===== src/rtl/frontend_pkg.sv =====
// Shared types and constants for the frontend maintenance / redirect logic.
package frontend_pkg;

  localparam int PC_W   = 32;
  localparam int PRIV_W = 2;

  typedef enum logic [1:0] {
    IDLE     = 2'd0,
    DRAIN    = 2'd1,
    FLUSH    = 2'd2,
    REDIRECT = 2'd3
  } flush_state_t;

endpackage


===== src/rtl/inflight_counter.sv =====
// Saturating up/down counter of in-flight requests; never underflows below zero.
module inflight_counter #(
  parameter int MAX = 2,
  parameter int W   = 2
) (
  input  logic         clk_i,
  input  logic         rst_i,
  input  logic         inc_i,
  input  logic         dec_i,
  output logic [W-1:0] count_o,
  output logic         zero_o
);

  localparam logic [W-1:0] MaxVal = W'(MAX);

  logic [W-1:0] count_q, count_d;

  always_comb begin
    count_d = count_q;
    if (inc_i && !dec_i && (count_q != MaxVal)) begin
      count_d = count_q + W'(1);
    end else if (dec_i && !inc_i && (count_q != '0)) begin
      count_d = count_q - W'(1);
    end
  end

  // NOTE: sequential state uses non-blocking assignments so every flop samples pre-edge values.
  always_ff @(posedge clk_i or negedge rst_i) begin
    if (!rst_i) begin
      count_q <= '0;
    end else begin
      count_q <= count_d;
    end
  end

  assign count_o = count_q;
  assign zero_o  = (count_q == '0);

endmodule


===== src/rtl/frontend_flush_ctrl.sv =====
// Sequences FENCE.I / SFENCE I-cache maintenance around the frontend and
// arbitrates the frontend redirect port between execute and the restart redirect.
module frontend_flush_ctrl
  import frontend_pkg::*;
#(
  parameter int MAX_OUTSTANDING = 2,
  parameter int OUTSTANDING_W   = 2,
  parameter int FLUSH_TIMEOUT   = 255
) (
  input  logic              clk_i,
  input  logic              rst_i,
  input  logic              exec_branch_request_i,
  input  logic [PC_W-1:0]   exec_branch_pc_i,
  input  logic [PRIV_W-1:0] exec_branch_priv_i,
  input  logic              maint_req_i,
  input  logic              maint_invalidate_i,
  input  logic [PC_W-1:0]   maint_pc_i,
  input  logic [PRIV_W-1:0] maint_priv_i,
  input  logic              icache_rd_i,
  input  logic              icache_accept_i,
  input  logic              icache_valid_i,
  output logic              branch_request_o,
  output logic [PC_W-1:0]   branch_pc_o,
  output logic [PRIV_W-1:0] branch_priv_o,
  output logic              fetch_invalidate_o,
  output logic              icache_flush_o,
  output logic              icache_invalidate_o,
  output logic              busy_o,
  output logic              done_o,
  output logic              timeout_o
);

  localparam int TMO_W = $clog2(FLUSH_TIMEOUT + 1);
  localparam logic [TMO_W-1:0] TmoLast = TMO_W'(FLUSH_TIMEOUT - 1);

  flush_state_t      state_q, state_d;
  logic              op_q, op_d;
  logic [PC_W-1:0]   pc_q, pc_d;
  logic [PRIV_W-1:0] priv_q, priv_d;
  logic [TMO_W-1:0]  tmo_q, tmo_d;
  logic              timeout_q, timeout_d;

  logic [OUTSTANDING_W-1:0] outstanding;
  logic                     outstanding_zero;

  inflight_counter #(
    .MAX (MAX_OUTSTANDING),
    .W   (OUTSTANDING_W)
  ) u_inflight (
    .clk_i   (clk_i),
    .rst_i   (rst_i),
    .inc_i   (icache_rd_i & icache_accept_i),
    .dec_i   (icache_valid_i),
    .count_o (outstanding),
    .zero_o  (outstanding_zero)
  );

  always_ff @(posedge clk_i or negedge rst_i) begin
    if (!rst_i) begin
      state_q   <= IDLE;
      op_q      <= 1'b0;
      pc_q      <= '0;
      priv_q    <= '0;
      tmo_q     <= '0;
      timeout_q <= 1'b0;
    end else begin
      state_q   <= state_d;
      op_q      <= op_d;
      pc_q      <= pc_d;
      priv_q    <= priv_d;
      tmo_q     <= tmo_d;
      timeout_q <= timeout_d;
    end
  end

  // NOTE: every signal written here gets a default first, so no path can infer a latch.
  always_comb begin
    state_d   = state_q;
    op_d      = op_q;
    pc_d      = pc_q;
    priv_d    = priv_q;
    tmo_d     = tmo_q;
    timeout_d = timeout_q;

    fetch_invalidate_o  = 1'b0;
    icache_flush_o      = 1'b0;
    icache_invalidate_o = 1'b0;
    done_o              = 1'b0;
    branch_request_o    = exec_branch_request_i;
    branch_pc_o         = exec_branch_pc_i;
    branch_priv_o       = exec_branch_priv_i;

    unique case (state_q)
      IDLE: begin
        if (maint_req_i) begin
          state_d = DRAIN;
          op_d    = maint_invalidate_i;
          pc_d    = maint_pc_i;
          priv_d  = maint_priv_i;
        end
      end
      DRAIN: begin
        fetch_invalidate_o = 1'b1;
        if (outstanding_zero) begin
          state_d = FLUSH;
          tmo_d   = '0;
        end
      end
      FLUSH: begin
        icache_invalidate_o = op_q;
        icache_flush_o      = !op_q;
        if (icache_accept_i) begin
          state_d = REDIRECT;
        end else if (tmo_q == TmoLast) begin
          // Give up on the cache but still restart fetch so the core cannot hang.
          timeout_d = 1'b1;
          state_d   = REDIRECT;
        end else begin
          tmo_d = tmo_q + TMO_W'(1);
        end
      end
      REDIRECT: begin
        // The restart redirect owns the port; a concurrent exec redirect is dropped.
        branch_request_o = 1'b1;
        branch_pc_o      = pc_q;
        branch_priv_o    = priv_q;
        done_o           = 1'b1;
        state_d          = IDLE;
      end
      default: state_d = IDLE;
    endcase
  end

  assign busy_o    = (state_q != IDLE);
  assign timeout_o = timeout_q;

endmodule

===== config.mk =====
export PLATFORM = sky130hd
export DESIGN_NAME = frontend_flush_ctrl
export DESIGN_NICKNAME = d
export VERILOG_FILES = /design/src/rtl/frontend_pkg.sv /design/src/rtl/inflight_counter.sv /design/src/rtl/frontend_flush_ctrl.sv
export SDC_FILE = /design/constraint.sdc
export NUM_CORES = 1
export LEC_CHECK = 0
export CORE_ASPECT_RATIO = 1.2
export CORE_MARGIN = 5
export CORE_UTILIZATION = 40
export DETAILED_ROUTE_END_ITERATION = 16
export PLACE_DENSITY = 0.88
export SYNTH_ARGS = -nofsm -noshare
export SYNTH_HDL_FRONTEND = slang
export SYNTH_SLANG_ARGS = --single-unit

===== constraint.sdc =====
create_clock -name clk_i -period 4.2 [get_ports clk_i]
set_clock_uncertainty 0.15 [all_clocks]
set_input_delay 1.26 -clock clk_i [delete_from_list [all_inputs] [get_ports clk_i]]
set_output_delay 1.26 -clock clk_i [all_outputs]
set_load 0.03 [all_outputs]

==> impl_metrics.py <==
metrics = {
    "power": {
        "p_per_area_nw_per_um2": 660,
        "ir_drop_mv": 0.383,
        "leakage_nw": 1.61,
        "finalPower_mw": 2.56,
    },
    "floorplan": {
        "die-area_um2": 8100,
        "die_w_um": 83.0,
        "ioPinCount": 117,
        "fp.dieH_um": 97.6,
        "rows": 32,
        "design.core.area_um2": 6330,
        "initial_core_util": 0.404,
    },
    "clocking": {
        "h-tree-depth": 2,
        "cts_hold_buf": 0,
        "cts_tree": "built",
        "cts.sinks": 48,
        "clockRootBuffer": "clkbuf_8",
        "clockBufferDepth": 2,
        "clk_latency_ns": 0.29,
        "cts_resized": 0,
        "cts_buffers": 5,
        "post_cts_buffers": 0,
        "cts.clk_slew.worst_paths_ns": 0.07,
    },
    "synth": {
        "yosys_register_bits": 48,
        "yosysUniqueCellTypes": 37,
        "syn-cell-area_um2": 2560,
        "yosysSeqAreaShare": 0.470,
        "avgSynthCellArea_um2": 12.5,
        "ys.flop_type": "dfrtp_1",
        "synth_edf_count": 0,
        "synthCells": 204,
        "synth_warnings": 0,
        "synthArstFlopShare": 1.00,
        "syn_nets": 287,
    },
    "worst_hold_path": {
        "hp-class": "register to register",
    },
    "critical_path": {
        "start_kind": "primary input",
        "cp-end-kind": "output port",
        "path_max_fanout": 1,
        "required_ns": 2.79,
        "path_class": "primary input to output port",
        "cp.arrival_ns": 2.56,
    },
    "sta": {
        "setup_viol": 0,
        "finalHoldViolCount": 0,
        "clock.fmax_ghz": 0.252,
        "worstMarginPinSlew_ns": 1.09,
        "period_needed_ns": 3.97,
        "rsz0062_at_grt": "false",
        "slew_headroom": 0.276,
        "fin_crit_sh": 0.945,
        "drv_slew": 0,
        "setup_tns_ns": 0,
    },
    "job": {
        "maxCapViolCount": 0,
    },
    "final_layout": {
        "drive_above_1_share": 0.272,
        "final_cells": 405,
        "fillers": 532,
        "fin_util": 0.614,
        "area_growth_syn_to_layout_pct": 51.9,
        "nets": 404,
        "n_antenna_cell": 0,
    },
    "run_status": {
        "outcome": "complete, no violations",
    },
    "route": {
        "drcViolationCount": 0,
        "drt-initial-drc-count": 65,
        "routedWlPerCell_um": 15.6,
        "antenna_left": 0,
        "firstDrtPassIters": 4,
        "vias_per_cell": 4.91,
        "vias": 1989,
        "routed_wirelength_mm": 6.33,
    },
    "placed_design": {
        "dp_hpwl_mm": 4.85,
        "portBuffers": 116,
        "place_inst": 399,
        "place_congestion": 0.799,
    },
    "global_route": {
        "grt_pass1_wl_mm": 10.3,
        "grt_max_degree": 49,
        "grt_use_total": 0.156,
        "grt_pass1_vias": 2059,
        "grt_overflow_total": 0,
        "antenna_found_initial": 0,
    },
}
## logic make-up after synthesis
family | Yosys count | synth area share
and+or+nand+nor | 40 | 0.0871
buffers and inverters | 15 | 0.0308
xor gates and xnor gates | 1 | 0.00343
adders and majority gates | 7 | 0.0342
muxes | 73 | 0.320
AOI/OAI and AO/OA | 20 | 0.0548
DFF | 48 | 0.470
## cells in the final DEF (no fill, tap or decap), types with 2 or more instances in the layout
cell and n:
nor2_1 6, o21ai_0 2, a21oi_1 3, nor2b_1 2, nand2_1 10, a31oi_1 7, mux2_2 69, nor3_1 3
and3_1 3, inv_1 6, ha_1 7, dfrtp_1 48, mux2i_1 3, clkbuf_8 5, buf_4 3, nand3_1 4
nand3b_1 2, clkdlybuf4s50_1 115, o21ai_1 2
## worst max-delay path, stage by stage
cell and delay (ns):
clkdlybuf4s50_1 0.47, mux2_2 0.16, clkdlybuf4s50_1 0.67
## report_power, final
part	switching, mW	total, mW	internal (mW)
Clock	0.143	0.314	0.171
Sequential	0.123	0.790	0.668
Combinational	0.719	1.46	0.739
## path summary, 6_finish.rpt
path                       cells past startpoint        endpoint           startpoint  slack (ns)
setup / recovery                               3  branch_pc_o[8]  exec_branch_pc_i[8]        0.23
hold / removal                                 1       timeout_o            timeout_o        0.33
setup reg to reg                               6      state_q[1]           state_q[0]        1.95
hold reg to reg                                1       timeout_o            timeout_o        0.33
max in group asynchronous                      1        pc_q[13]                rst_i        2.22
min in group asynchronous                      1        pc_q[26]                rst_i        1.01
## routing by layer
| layer | up-vias | part of all wire | routed length [um] | global-route usage |
|---|---|---|---|---|
| met2 | 66 | 0.51 | 3230 | 0.275 |
| li1 | 963 | - | - | - |
| met3 | 7 | 0.056 | 352 | 0.0450 |
| met4 | 0 | 0.011 | 71 | 0.0453 |
| met5 | - | 0 | 0 | 0 |
| met1 | 953 | 0.42 | 2680 | 0.183 |
## sequential cells by signal, indices dropped and copies added, names as in the netlist
name / count
op_q: 1
u_inflight.count_o: 2
pc_q: 32
tmo_q: 8
priv_q: 2
timeout_o: 1
state_q: 2
## Yosys cell counts, types with 2 or more instances
library cell	number	area share
inv_1	6	0.0088
nor2_1	6	0.0088
dfrtp_1	48	0.47
a21oi_1	3	0.0059
a31oi_1	7	0.017
mux2_2	69	0.30
nand3b_1	2	0.0059
nand3_1	4	0.0078
and3_1	3	0.0073
buf_6	2	0.0088
ha_1	7	0.034
nor2b_1	2	0.0049
nand2_1	10	0.015
o21ai_0	2	0.0039
nor3_1	3	0.0059
o21ai_1	2	0.0039
buf_2	6	0.012
mux2i_1	3	0.012
## metrics by stage
step	instance area, um^2	setup slack (ns)	hold WS, ns
final	3880	0.231	0.332
after CTS	3880	0.234	0.336
after detailed placement	3790	0.234	0.312
after global routing	3880	0.217	0.368
after floorplan	2560	1.10	0.324
after global placement	3790	0.260	0.314
## area by class of cell
class                   count  area [um^2]  area share
clock buffers               5         68.8      0.0177
clock inverters             1         30.0     0.00773
inverters                   6         22.5     0.00580
multi-input cells         141         1280       0.329
flip-flops and latches     48         1200       0.309
well taps                  85          106      0.0274
repair buffers            119         1180       0.303
Power figures use the tool's default switching activity.
